===== config.mk =====
export PLATFORM = sky130hd
export DESIGN_NAME = exu_wb_port_arbiter
export DESIGN_NICKNAME = d
export VERILOG_FILES = /design/src/rtl/exu_wb_pkg.sv /design/src/rtl/wb_rr_pick.sv /design/src/rtl/exu_wb_port_arbiter.sv
export SDC_FILE = /design/constraint.sdc
export NUM_CORES = 1
export LEC_CHECK = 0
export ABC_AREA = 1
export BUFFER_PORTS_ARGS = -buffer_cell sky130_fd_sc_hd__buf_2
export CORE_AREA = 3 3 152 154
export CTS_CLUSTER_DIAMETER = 30
export CTS_CLUSTER_SIZE = 24
export DETAILED_ROUTE_END_ITERATION = 6
export DIE_AREA = 0 0 155 157
export MAX_ROUTING_LAYER = met4
export SYNTH_ARGS = -nofsm -noshare
export SYNTH_HDL_FRONTEND = slang
export SYNTH_SLANG_ARGS = --single-unit

===== constraint.sdc =====
create_clock -name clock -period 2 [get_ports clock]
set_clock_uncertainty 0.05 [all_clocks]
set_input_delay 0.1 -clock clock [delete_from_list [all_inputs] [get_ports clock]]
set_output_delay 0.1 -clock clock [all_outputs]
set_load 0.005 [all_outputs]

===== src/rtl/exu_wb_pkg.sv =====
// Shared types and constants for the integer writeback port arbiter.
package exu_wb_pkg;

  localparam int WB_DATA_W = 64;
  localparam int BR_W      = 20;

  localparam logic [1:0] RT_FIX = 2'h0;
  localparam logic [1:0] RT_FLT = 2'h1;
  localparam logic [1:0] RT_X   = 2'h2;
  localparam logic [1:0] RT_PAS = 2'h3;

  typedef struct packed {
    logic [6:0] rob_idx;
    logic [6:0] pdst;
    logic [1:0] dst_rtype;
  } wb_uop_t;

endpackage


===== src/rtl/wb_rr_pick.sv =====
// Rotating-priority pick: first set bit of valid_i at or above ptr_i, wrapping.
module wb_rr_pick #(
  parameter int NUM_VAR = 2,
  parameter int PTR_W   = (NUM_VAR > 1) ? $clog2(NUM_VAR) : 1
) (
  input  logic [NUM_VAR-1:0] valid_i,
  input  logic [PTR_W-1:0]   ptr_i,
  output logic [NUM_VAR-1:0] gnt_o,
  output logic [PTR_W-1:0]   idx_o,
  output logic               any_o
);

  int cand;

  always_comb begin
    gnt_o = '0;
    idx_o = '0;
    any_o = 1'b0;
    cand  = 0;
    for (int off = 0; off < NUM_VAR; off++) begin
      cand = int'(ptr_i) + off;
      if (cand >= NUM_VAR) cand = cand - NUM_VAR;
      for (int i = 0; i < NUM_VAR; i++) begin
        if (!any_o && valid_i[i] && (i == cand)) begin
          any_o    = 1'b1;
          gnt_o[i] = 1'b1;
          idx_o    = PTR_W'(i);
        end
      end
    end
  end

endmodule


===== src/rtl/exu_wb_port_arbiter.sv =====
// Shares one integer writeback port between the fixed ALU pipe and NUM_VAR variable-latency units.
// WB_ARB_PERF_EN adds 32-bit performance counter outputs.
module exu_wb_port_arbiter #(
  parameter int NUM_VAR    = 2,
  parameter int DATA_W     = exu_wb_pkg::WB_DATA_W,
  parameter int BR_W       = exu_wb_pkg::BR_W,
  parameter int STARVE_MAX = 4
) (
  input  logic                                  clock,
  input  logic                                  reset,
  input  logic                                  fix_valid,
  input  exu_wb_pkg::wb_uop_t                   fix_uop,
  input  logic [DATA_W-1:0]                     fix_data,
  input  logic [NUM_VAR-1:0]                    var_valid,
  output logic [NUM_VAR-1:0]                    var_ready,
  input  exu_wb_pkg::wb_uop_t [NUM_VAR-1:0]     var_uop,
  input  logic [NUM_VAR-1:0][BR_W-1:0]          var_br_mask,
  input  logic [NUM_VAR-1:0][DATA_W-1:0]        var_data,
  input  logic [BR_W-1:0]                       brupdate_b1_mispredict_mask,
  output logic                                  wb_valid,
  output exu_wb_pkg::wb_uop_t                   wb_uop,
  output logic [DATA_W:0]                       wb_data,
`ifdef WB_ARB_PERF_EN
  output logic [31:0]                           perf_fix_cnt,
  output logic [31:0]                           perf_var_cnt,
  output logic [31:0]                           perf_hold_cnt,
`endif
  output logic                                  fix_hold
);

  import exu_wb_pkg::*;

  localparam int PTR_W = (NUM_VAR > 1) ? $clog2(NUM_VAR) : 1;

  // Handshake: a var unit transfers when var_valid[i] & var_ready[i]; the fixed pipe has no ready.
  logic [NUM_VAR-1:0] pick_gnt;
  logic [PTR_W-1:0]   pick_idx;
  logic               pick_any;
  logic [PTR_W-1:0]   rr_ptr_q, rr_ptr_d;
  logic [3:0]         starve_q, starve_d;
  logic               fix_hold_q, fix_hold_d;
  logic               wb_valid_q, wb_valid_d;
  wb_uop_t            wb_uop_q, wb_uop_d;
  logic [DATA_W-1:0]  wb_data_q, wb_data_d;
  logic               var_xfer, var_kill;

  wb_rr_pick #(.NUM_VAR(NUM_VAR), .PTR_W(PTR_W)) u_pick (
    .valid_i (var_valid),
    .ptr_i   (rr_ptr_q),
    .gnt_o   (pick_gnt),
    .idx_o   (pick_idx),
    .any_o   (pick_any)
  );

  assign var_ready = (reset && !fix_valid) ? pick_gnt : '0;
  assign var_xfer  = |var_ready;

  always_comb begin
    var_kill   = 1'b0;
    rr_ptr_d   = rr_ptr_q;
    wb_uop_d   = wb_uop_q;
    wb_data_d  = wb_data_q;
    wb_valid_d = 1'b0;
    for (int i = 0; i < NUM_VAR; i++) begin
      if (var_ready[i]) begin
        var_kill = |(var_br_mask[i] & brupdate_b1_mispredict_mask);
        rr_ptr_d = (i == NUM_VAR - 1) ? '0 : PTR_W'(i + 1);
        if (!var_kill) begin
          wb_valid_d = 1'b1;
          wb_uop_d   = var_uop[i];
          wb_data_d  = var_data[i];
        end
      end
    end
    if (fix_valid) begin
      wb_valid_d = 1'b1;
      wb_uop_d   = fix_uop;
      wb_data_d  = fix_data;
    end
  end

  // Killed requests still block the fixed-pipe starvation path like live ones.
  always_comb begin
    starve_d = starve_q;
    if (var_xfer || !(|var_valid)) starve_d = '0;
    else if (fix_valid && starve_q != 4'(STARVE_MAX)) starve_d = starve_q + 4'd1;
    fix_hold_d = (starve_d == 4'(STARVE_MAX));
  end

  always_ff @(posedge clock) begin
    if (!reset) begin
      rr_ptr_q   <= '0;
      starve_q   <= '0;
      fix_hold_q <= 1'b0;
      wb_valid_q <= 1'b0;
      wb_uop_q   <= '0;
      wb_data_q  <= '0;
    end else begin
      rr_ptr_q   <= rr_ptr_d;
      starve_q   <= starve_d;
      fix_hold_q <= fix_hold_d;
      wb_valid_q <= wb_valid_d;
      wb_uop_q   <= wb_uop_d;
      wb_data_q  <= wb_data_d;
    end
  end

  assign wb_valid = wb_valid_q;
  assign wb_uop   = wb_uop_q;
  assign wb_data  = {1'b0, wb_data_q};
  assign fix_hold = fix_hold_q;

`ifdef WB_ARB_PERF_EN
  logic [31:0] perf_fix_q, perf_var_q, perf_hold_q;

  always_ff @(posedge clock) begin
    if (!reset) begin
      perf_fix_q  <= '0;
      perf_var_q  <= '0;
      perf_hold_q <= '0;
    end else begin
      if (fix_valid)             perf_fix_q  <= perf_fix_q + 32'd1;
      if (var_xfer && !var_kill) perf_var_q  <= perf_var_q + 32'd1;
      if (fix_hold_q)            perf_hold_q <= perf_hold_q + 32'd1;
    end
  end

  assign perf_fix_cnt  = perf_fix_q;
  assign perf_var_cnt  = perf_var_q;
  assign perf_hold_cnt = perf_hold_q;
`endif

  logic unused_ok;
  assign unused_ok = pick_any ^ (|pick_idx);

endmodule


-- Yosys cells after proc, flatten, opt, wreduce, memory -nomap -nowiden
Cells that the tools add are included.
- memory bits (writable): 0
- register bits after elaboration: 87
- bits in latches: 0
- logic and storage cells: 69
- memories kept: 0
- input bits: 305
- output and inout port bits: 85
- memory bits (read-only): 0
- reductions and logical operators: 22
- equality and inequality tests: 4
- bitwise logic cells: 3
- add/subtract/negate cells: 4
- div/mod/pow operators: 0
- mux-type cells: 26
- multipliers: 0
- magnitude comparators: 2
- shift-type cells: 0
- operators by type and width (operator ; count):
    64-bit two-way mux ; 5
    16-bit two-way mux ; 5
    2-bit by 32-bit equality test with 1-bit output (first input constant) ; 2
    32-bit logical NOT ; 2
    32-bit two-way mux ; 2
    20-bit bitwise AND ; 2
    20-bit OR reduction ; 2
    32-bit by 3-bit >= comparator with 1-bit output (second input constant) ; 1
    32-bit by 3-bit subtractor with 32-bit output (second input constant) ; 1
    1-bit two-way mux ; 11
    1-bit logical AND ; 9
    4-bit two-way mux ; 2
    2-bit OR reduction ; 3
    1-bit logical NOT ; 5
    4-bit by 1-bit adder with 4-bit output (second input constant) ; 1
    4-bit by 3-bit equality test with 1-bit output (second input constant) ; 1
    4-bit by 3-bit != test with 1-bit output (second input constant) ; 1
    1-bit by 2-bit subtractor with 3-bit output (second input constant) ; 1
    1-bit by 1-bit adder with 2-bit output (second input constant) ; 1
    1-bit by 2-bit >= comparator with 1-bit output (second input constant) ; 1
    2-bit two-way mux ; 1
    1-bit logical OR ; 1
    1-bit NOT ; 1

-- Logic depth before layout (Yosys ltp)
Gate-level depths: netlist (run 1).
- depth after elaboration: 22
- mapped depth: 11
- depth with buffers taken out: 10

-- Hierarchy
From an unflattened synthesis (run 1), not the netlist that was laid out.
- cells, all modules: 1103
- area total of the unflattened synthesis: 6175.9 um^2
- by module, submodules not included (module ; cells an instance ; instances ; seq. area each (um^2) ; area an instance (um^2)):
    exu_wb_port_arbiter ; 1096 ; 1 ; 1741.7 ; 6145.9
    wb_rr_pick ; 7 ; 1 ; 0.0 ; 30.0

-- Least setup slack after synthesis (run 1)
Ideal clock, no wire load.
- path kind: flip-flop to flip-flop
- from: register rr_ptr_q
- to: register wb_data_q[63]
- clock period less this slack: 1.481 ns
- required time: 1.880 ns
- setup time: 0.070 ns
- data arrival time: 1.361 ns
- path buffers: 1
- slack: 0.519 ns
- stages on the path, launching flop included: 11
- path through: dfxtp_1 nand2_1 inv_1 nor2_2 nand2_1 nor2_4 buf_6 nand3_1 nand3_1 nand2_1 a21oi_2
- elaborated cells between the ends (all ways): 32
- those cells by class: add/sub (3); order compare (2); eq/ne (2); mux (13); reduce/logical (12)
- RTL lines (element ; line ; RTL):
    start, declared ; exu_wb_port_arbiter.sv:39 ; logic [PTR_W-1:0] rr_ptr_q, rr_ptr_d;
    start signal, assigned ; exu_wb_port_arbiter.sv:99 ; rr_ptr_q <= rr_ptr_d;
    parallel branches: the longest is 12 deep, another holds 32-bit by 3-bit subtractor with 32-bit output ; n/a ;
    1-bit two-way mux (*) ; wb_rr_pick.sv:24 ; if (!any_o && valid_i[i] && (i == cand)) begin
    2-bit two-way mux (*) ; exu_wb_port_arbiter.sv:55 ; assign var_ready = (reset && !fix_valid) ? pick_gnt : '0;
    named net var_ready[0] ; exu_wb_port_arbiter.sv:15 ; output logic [NUM_VAR-1:0] var_ready,
    64-bit two-way mux (*) ; exu_wb_port_arbiter.sv:65 ; if (var_ready[i]) begin
    64-bit two-way mux ; exu_wb_port_arbiter.sv:68 ; if (!var_kill) begin
    64-bit two-way mux (*) ; exu_wb_port_arbiter.sv:65 ;
    64-bit two-way mux (*) ; exu_wb_port_arbiter.sv:75 ; if (fix_valid) begin
    end signal, assigned ; exu_wb_port_arbiter.sv:104 ; wb_data_q <= wb_data_d;
    end, declared ; exu_wb_port_arbiter.sv:44 ; logic [DATA_W-1:0] wb_data_q, wb_data_d;
Mark *: on every way through the listed nets, which the timed path passes.
A chain may end at the register's enable or synchronous reset.

-- Worst setup path in the final report (run 1)
- from: input port reset
- to: register wb_data_q[2]
- cells in the longest elaborated chain, start to end: 6
- RTL lines (element ; line ; RTL):
    start, declared ; exu_wb_port_arbiter.sv:10 ; input logic reset,
    1-bit logical AND ; exu_wb_port_arbiter.sv:55 ;
    2-bit two-way mux ; exu_wb_port_arbiter.sv:55 ;
    64-bit two-way mux ; exu_wb_port_arbiter.sv:65 ;
    64-bit two-way mux ; exu_wb_port_arbiter.sv:68 ;
    64-bit two-way mux ; exu_wb_port_arbiter.sv:65 ;
    64-bit two-way mux ; exu_wb_port_arbiter.sv:75 ;
Parallel ways exist; a longest one is shown, timed or not.

==> results.yml, run 1 <==
power:
  powerDensity_nw_per_um2: 502.7
  ir_worst_vdd_uv: 407.3
  pwr-share-seq_pct: 39.3
  clockPowerShare_pct: 36.8
  totalPowerFinal_mw: 4.764
  internal-power_mw: 3.369
  cellLeakagePower_nw: 5.462
  p_sw_share_pct: 29.28
  switching_power_mw: 1.395
  comb_power_share_pct: 23.9
final_layout:
  final_common_cell: "nand2_1"
  area_growth_pct: 54.40
  fin_area_um2: 9478
  nets: 1829
  final_cell_mix: "nand2_1, buf_2, nand3_1"
  drive_above_1_share_pct: 28.95
cts:
  cts.sinks: 87
  h-tree-depth: 3
  cts_buffers: 9
  cts.path.max_buffers: 2
  cts_root_buf: "clkbuf_16"
  cts_tree: "done"
  clkTransAtPathRegs_ps: 80
  clk_latency_ps: 340
yosys:
  synthesis.instances: 1098
  synth_top_area_share_pct: 28.37
  synth_area_leaders: "dfxtp_1, nand2_1, nand3_1"
  synth-compound-area-share_pct: 7.501
  synthDistinctLibCells: 22
  synthesis.nets: 1405
  synth_top_family_by_area: "simple AND/OR/NAND/NOR gates"
  seq_area_frac_synth_pct: 28.37
  yosys.area.top_type: "dfxtp_1"
  yosysWarnings: 0
  synth-simple-area-share_pct: 47.17
  synth_xor_xnor_area_share_pct: 0.1427
  syn_area_um2: 6138
  synth-adder-area-share_pct: 0.4077
  synth_mux_area_share_pct: 0
  syn_avg_cell_area_um2: 5.591
  ys_ff_latch: 87
routing:
  routedWlPerCell_um: 15.18
  drc: 0
  wl_mm: 27.44
  viasPerCell: 4.646
  ant_nets: 0
  dr_total_vias: 8400
  drt-pass1-iter-count: 6
  drtIter0Drc: 581
timing:
  post-route-period-util_pct: 91.78
  fmax_ghz: 0.5448
  rsz0062_at_grt: "false"
  worst_pin_slew_ps: 620.6
  relSlewSlack_pct: 58.62
  maxSlewViolCount: 0
  fin_hold_ws_ps: 78.88
  finalSetupViolCount: 0
  post-route-min-period_ps: 1836
  tns_ps: 0
  setup_slack_ps: 164.4
  hold_viol: 0
grt:
  gr-max-usage-layer: "met2"
  grt_pass1_vias: 7711
  use_met1_pct: 26.83
  grt_pass1_wl_mm: 40.72
  use_met3_pct: 3.437
  antenna_found_initial: 1
  grt_overflow: 0
  use_met2_pct: 35.95
  grt_max_degree: 81
  track_usage_pct: 21.36
die:
  die_height_um: 157
  num_io_pins: 390
  die_w_um: 155
  core_um2: 21820
  die_area_um2: 24340
  rows: 54
  initial_core_util_pct: 28.13
placed_design:
  port_buffers: 388
  dpl_cell_area_um2: 8329
  dp_hpwl_mm: 19.15
  gp_congestion: 0.8855
  dp_slack_ps: 168.3
setup_path:
  critPathCaptureType: "register"
  arrival_ps: 2050
  critPathLaunchType: "input pin"
  critPathKind: "input pin to register"
  crit_fanout: 33
  cp_data_required_time_ps: 2220
run_status:
  status: "completed"
worst_hold_path:
  hold_class: "input pin to register"
run:
  cap_violations: 0
==> layer usage <==
metal,wire [um],vias to the layer above
li1,-,4254
met1,11700,3799
met2,13550,313
met3,1744,34
met4,445,0
met5,0,-
==> worst max-delay path, cell delays in order <==
cell	delay [ps]
dlygate4sd3_1	530
buf_2	160
nand3_1	110
nor2_2	140
nand2_2	80
nor2_4	140
buf_12	200
nand2_4	80
buf_6	210
nand3_1	110
nand2_1	50
a21oi_1	120
==> final cells by class <==
cell class / instances / area [um^2]
repair buffers: 489 / 3044
well taps: 280 / 350.3
inverters: 169 / 634.4
clock buffers: 12 / 236.5
diodes: 1 / 2.502
clock inverters: 4 / 55.05
fillers: 2391 / 12350
multi-input cells: 766 / 3413
flip-flops and latches: 87 / 1742
==> synthesized netlist by cell type, drive strengths merged <==
cell	instances
conb	1
a21oi	81
nor2	26
inv	169
o211ai	1
ha	2
clkbuf	47
nand4	4
xnor2	1
o21ai	2
nand3	250
nand2	398
dfxtp	87
buf	29
==> power by group through the flow <==
stage               Clock (mW)  Combinational (mW)  Sequential [mW]
finish                    1.75                1.14             1.87
global route              1.88                1.27             1.88
CTS                       1.81                1.14             1.87
detailed placement           0                1.02             1.91
global placement             0                1.01             1.91
floorplan                    0               0.445             1.92
==> path summary, 6_finish.rpt <==
path	to	cells past startpoint	slack (ps)	start
worst max-delay path	wb_data_q[2]	12	160	reset
worst min-delay path	wb_data_q[38]	5	80	var_data[38]
worst max register to register	wb_data_q[2]	10	310	rr_ptr_q
worst min register to register	starve_q[3]	3	500	starve_q[3]
==> stage by stage <==
stage          std cells  util [%]
2_1_floorplan       1098         -
6_report            1808     43.43
3_3_place_gp        1708     38.17
5_1_grt             1808     43.43
4_1_cts             1805     43.22
3_5_place_dp        1708     38.17
==> timing repair <==
action	4_1_cts	5_1_grt
hold buffers	81	0
setup buffers	0	1
setup endpoints to repair	0	50
gates resized for setup	0	3
hold endpoints to repair	82	0
==> cell families after synthesis <==
| kind of cell | after synthesis |
|---|---|
| flip-flops | 87 |
| adder cells (fa/ha/maj) | 2 |
| AND/OR/NAND/NOR | 678 |
| AO/OA/AOI/OAI | 84 |
| buffers and inverters | 245 |
| XOR/XNOR | 1 |
| other | 1 |
==> registers in the layout, summed over array words and instances (netlist names) <==
name and flops:
rr_ptr_q 1, wb_valid 1, wb_uop 16, fix_hold 1, starve_q 4, wb_data_q 64
Power figures use the tool's default switching activity.
==> run 2, diff against run 1 <==
--- a/config.mk
+++ b/config.mk
@@ -6,7 +6,7 @@
 export NUM_CORES = 1
 export LEC_CHECK = 0
 export ABC_AREA = 1
-export BUFFER_PORTS_ARGS = -buffer_cell sky130_fd_sc_hd__buf_2
+export BUFFER_PORTS_ARGS = -buffer_cell sky130_fd_sc_hd__buf_4
 export CORE_AREA = 3 3 152 154
 export CTS_CLUSTER_DIAMETER = 30
 export CTS_CLUSTER_SIZE = 24
==> run 2 against run 1 <==
- register-to-register slack barely moved
- total power is 5.6% higher
- clock-buffer cell count decreased by 2
- combinational power rose by 18%
- via count shrank 0.87%
- sequential share of layout area shrank 1.7 points
- core utilization rose by 4.5 points
- hold slack gained 15 ps
- first-iteration DRC count increased by 4.5%
==> results.yml, run 2 (synthesis results as in run 1) <==
run_status:
  status: "completed"
die:
  num_io_pins: 390
  die_height_um: 157
  initial_core_util_pct: 28.13
  die_w_um: 155
  die_area_um2: 24340
  rows: 54
  core_um2: 21820
cts:
  cts_tree: "done"
  cts.sinks: 87
  cts.path.max_buffers: 2
  h-tree-depth: 3
  cts_root_buf: "clkbuf_16"
  clk_latency_ps: 340
  clkTransAtPathRegs_ps: 70
  cts_buffers: 9
routing:
  dr_total_vias: 8327
  viasPerCell: 4.603
  ant_nets: 0
  routedWlPerCell_um: 15.43
  wl_mm: 27.92
  drt-pass1-iter-count: 5
  drc: 0
  drtIter0Drc: 607
placed_design:
  dpl_cell_area_um2: 9310
  port_buffers: 388
  dp_cells: 1711
  dp_slack_ps: 209.5
  dp_hpwl_mm: 20.11
  gp_congestion: 0.9012
final_layout:
  diodes: 0
  post-route-util_pct: 47.97
  drive_above_1_share_pct: 29.23
  layoutNonFillerInstCount: 1809
  fillers: 2293
  final_common_cell: "buf_4"
  top_register: "wb_data_q"
  fin_area_um2: 10470
  final_cell_mix: "buf_4, nand2_1, nand3_1"
  area_growth_pct: 70.55
  nets: 1831
  largest_register_ffs: 64
timing:
  hold_viol: 0
  fin_hold_ws_ps: 94.19
  fmax_ghz: 0.5588
  relSlewSlack_pct: 58.08
  finalSetupViolCount: 0
  rsz0062_at_grt: "false"
  maxSlewViolCount: 0
  worst_pin_slew_ps: 628.8
  post-route-min-period_ps: 1790
  tns_ps: 0
  setup_slack_ps: 210.5
  post-route-period-util_pct: 89.48
setup_path:
  path_cells: "dlygate4sd3_1 -> buf_4 -> nand3_1 -> nor2_2 -> nand2_1 -> nor2_4 -> buf_12 -> nand3_1 -> nand3_1 -> nand2_1 -> a21oi_1"
  cp_data_required_time_ps: 2220
  critPathLaunchType: "input pin"
  arrival_ps: 2010
  path_buf_inv: 3
  critPathKind: "input pin to register"
  cp_slowest_cell: "dlygate4sd3_1"
  critPathCaptureType: "register"
  critical_path.top_delay_family: "buffers and inverters"
  crit_top_cell: "nand3_1"
  crit_fanout: 49
  critPathMaxStageDelay_ps: 530
power:
  totalPowerFinal_mw: 5.030
  powerDensity_nw_per_um2: 480.4
  cellLeakagePower_nw: 5.748
  ir_worst_vdd_uv: 393.7
grt:
  grt_max_degree: 82
  grt_pass1_wl_mm: 42.16
  grt_overflow: 0
  grt_pass1_vias: 7866
  track_usage_pct: 22.07
  antenna_found_initial: 0
worst_hold_path:
  hold_class: "input pin to register"
run:
  cap_violations: 0
run 2: changes by cell type in the layout (fill, tap and decap cells not counted), sizes merged:
cell and change:
clkbuf -3, buf +3, diode -1, clkinv +2
run 2: tightest hold or removal path, cell delays in order:
cell	delay, ps
buf_4	110
nand3_1	70
nand3_1	70
nand2_1	50
a21oi_1	50
run 2: final timing paths:
kind                startpoint       endpoint  slack (ps)  cells past startpoint
setup reg to reg      rr_ptr_q  wb_data_q[53]         300                     10
hold reg to reg    starve_q[3]    starve_q[3]         500                      3
hold / removal    var_data[46]  wb_data_q[46]          90                      5
setup / recovery         reset  wb_data_q[53]         210                     11
run 2: cell type report:
class / instances / area [um^2] / share of cell area (%)
Clock buffer: 10 / 239.0 / 2.283
Inverter: 169 / 634.4 / 6.060
Multi-Input combinational cell: 766 / 3422 / 32.69
Timing Repair Buffer: 491 / 4013 / 38.33
Tap cell: 280 / 350.3 / 3.346
Sequential cell: 87 / 1742 / 16.64
Clock inverter: 6 / 68.82 / 0.6573
run 2: repair_timing:
item / in CTS / in global routing
hold endpoints to repair: 82 / 0
hold buffers: 81 / 0
gates resized for setup: 0 / 4
buffers inserted: 0 / 1
setup endpoints to repair: 0 / 26
run 2: power by group:
group | switching [mW] | internal, mW
combinational | 0.576 | 0.767
sequential | 0.0508 | 1.82
clock | 0.799 | 1.01
total | 1.43 | 3.60
run 2: routing by layer:
metal | wire length, um | up-vias | track usage (%)
met5 | 0 | - | -
met4 | 673 | 0 | 6.897
met3 | 1962 | 38 | 3.574
met2 | 13460 | 299 | 36.53
met1 | 11820 | 3723 | 27.71
li1 | - | 4267 | -
==> run 3, diff against run 2 <==
--- a/config.mk
+++ b/config.mk
@@ -7,11 +7,12 @@
 export LEC_CHECK = 0
 export ABC_AREA = 1
 export BUFFER_PORTS_ARGS = -buffer_cell sky130_fd_sc_hd__buf_4
-export CORE_AREA = 3 3 152 154
+export CORE_ASPECT_RATIO = 0.75
+export CORE_MARGIN = 3
+export CORE_UTILIZATION = 30
 export CTS_CLUSTER_DIAMETER = 30
 export CTS_CLUSTER_SIZE = 24
 export DETAILED_ROUTE_END_ITERATION = 6
-export DIE_AREA = 0 0 155 157
 export MAX_ROUTING_LAYER = met4
 export SYNTH_ARGS = -nofsm -noshare
 export SYNTH_HDL_FRONTEND = slang
==> run 3 against run 2 <==
- sequential share of layout area increased by 0.068 points
- global-route usage rose by 2.9 points
- hold slack worse by 4.4 ps
- combinational power is essentially flat
- register-to-register slack got worse by 70 ps
- cell count shrank 1.6%
- flip-flop and latch count unchanged
- first-iteration DRC count shrank 21%
- clock power rose by 4%
- setup slack got worse by 99 ps
- non-clock buffer count decreased by 2
- critical path type unchanged
- critical endpoint is now wb_data_q[17]
- highest routed layer unchanged
==> results.yml, run 3 (synthesis results as in run 1) <==
setup_path:
  crit_fanout: 21
  critPathMaxStageDelay_ps: 540
  critPathKind: "input pin to register"
  critPathLaunchType: "input pin"
  r2r_end: "wb_data_q[17]"
  crit_path_start: "reset"
  r2r_slack_ps: 230
  path_buf_inv: 3
  arrival_ps: 2110
  path_cells: "dlygate4sd3_1 -> buf_4 -> nand3_1 -> nor2_2 -> nand2_2 -> nor2_4 -> nand2_4 -> buf_12 -> nand3_1 -> nand2_1 -> a21oi_1"
  reg2reg_depth: 10
  path_depth: 11
  critPathCaptureType: "register"
  cp_slowest_cell: "dlygate4sd3_1"
  cp-endpoint: "wb_data_q[17]"
  reg2reg_from: "rr_ptr_q"
  critical_path.top_delay_family: "buffers and inverters"
  crit_top_cell: "nand3_1"
  cp_data_required_time_ps: 2220
final_layout:
  largest_register_ffs: 64
  diodes: 0
  area_growth_pct: 69.85
  layoutNonFillerInstCount: 1780
  post-route-util_pct: 52.90
  nets: 1829
  fin_area_um2: 10430
  top_register: "wb_data_q"
  final_common_cell: "buf_4"
  final_cell_mix: "buf_4, nand2_1, nand3_1"
  drive_above_1_share_pct: 29.14
power:
  cellLeakagePower_nw: 5.756
  ir_worst_vdd_uv: 293.8
  powerDensity_nw_per_um2: 490.3
timing:
  setup_slack_ps: 111.9
  relSlewSlack_pct: 51.22
  post-route-min-period_ps: 1888
  finalSetupViolCount: 0
  worst_pin_slew_ps: 731.7
  maxSlewViolCount: 0
  fmax_ghz: 0.5296
  tns_ps: 0
  rsz0062_at_grt: "true"
  post-route-period-util_pct: 94.40
  hold_viol: 0
die:
  num_io_pins: 390
  die_height_um: 129.9
  initial_core_util_pct: 31.15
  die_area_um2: 22230
  rows: 44
  core_um2: 19710
  die_w_um: 171.2
cts:
  cts_tree: "done"
  cts_buffers: 9
  cts_root_buf: "clkbuf_16"
  clkTransAtPathRegs_ps: 70
  clk_latency_ps: 340
  cts.sinks: 87
  post_cts_buffers: 0
  cts.path.max_buffers: 2
  h-tree-depth: 3
grt:
  grt_pass1_wl_mm: 42.69
  grt_pass1_vias: 8075
  antenna_found_initial: 0
  grt_max_degree: 82
  grt_overflow: 0
  track_usage_pct: 25.01
run_status:
  status: "completed"
worst_hold_path:
  hold_class: "input pin to register"
placed_design:
  dpl_cell_area_um2: 9283
  dp_hpwl_mm: 19.82
  port_buffers: 388
  dp_cells: 1683
  gp_congestion: 0.8299
  dp_slack_ps: 233.1
run:
  cap_violations: 0
routing:
  drt-pass1-iter-count: 5
  routedWlPerCell_um: 16.10
  ant_nets: 0
  viasPerCell: 4.762
  drc: 0
  drtIter0Drc: 478
  wl_mm: 28.66
  dr_total_vias: 8476
==> run 3: worst reg2reg max path, cell delays in order, from the launching register on <==
cell and delay, ps:
dfxtp_1 320, nand2_1 50, inv_1 40, nor2_2 200
nand2_1 120, nor2_4 160, buf_12 300, nand3_1 140
nand3_1 100, nand2_1 70, a21oi_1 150
==> run 3: worst min-delay path by stage <==
stage                             from            end  slack (ps)  cells past startpoint
final                      var_data[7]   wb_data_q[7]          90                      5
after global routing      var_data[12]  wb_data_q[12]         110                      5
after CTS                  var_data[7]   wb_data_q[7]          80                      5
after detailed placement         reset       wb_valid         300                      3
after global placement           reset       wb_valid         300                      3
after floorplan                  reset       wb_valid         150                      2
==> run 3: metrics by stage <==
step,hold WS [ps],total power [mW]
2_1_floorplan,147.6,2.362
3_3_place_gp,298.2,3.120
3_5_place_dp,302.6,3.124
4_1_cts,78.79,5.165
5_1_grt,105.9,5.363
6_report,89.82,5.112
==> run 3: cell type report <==
type	instances	area [um^2]
clock buffers	11	242.7
clock inverters	5	81.33
fillers	2015	9283
inverters	169	635.6
multi-input cells	766	3418
flip-flops and latches	87	1742
well taps	253	316.6
repair buffers	489	3990
==> run 3: layer usage <==
| layer | vias to the layer above | track usage, % | part of all wire, % |
|---|---|---|---|
| met2 | 350 | 42.30 | 48 |
| met3 | 51 | 5.421 | 7.8 |
| met5 | - | - | 0 |
| met4 | 0 | 7.711 | 2.6 |
| met1 | 3814 | 30.00 | 42 |
| li1 | 4261 | - | - |
==> run 3: where the power goes <==
group	total [mW]	switching, mW	internal [mW]	leakage, nW
clock network	1.89	0.759	1.13	0.156
logic	1.34	0.579	0.764	4.88
registers	1.88	0.0531	1.83	0.717
total	5.11	1.39	3.72	5.76
==> run 3: what timing repair did <==
item | in CTS | in global routing
hold endpoints to repair | 82 | 0
resized for setup | 0 | 2
endpoints found under the setup margin | 0 | 28
hold buffers | 81 | 0
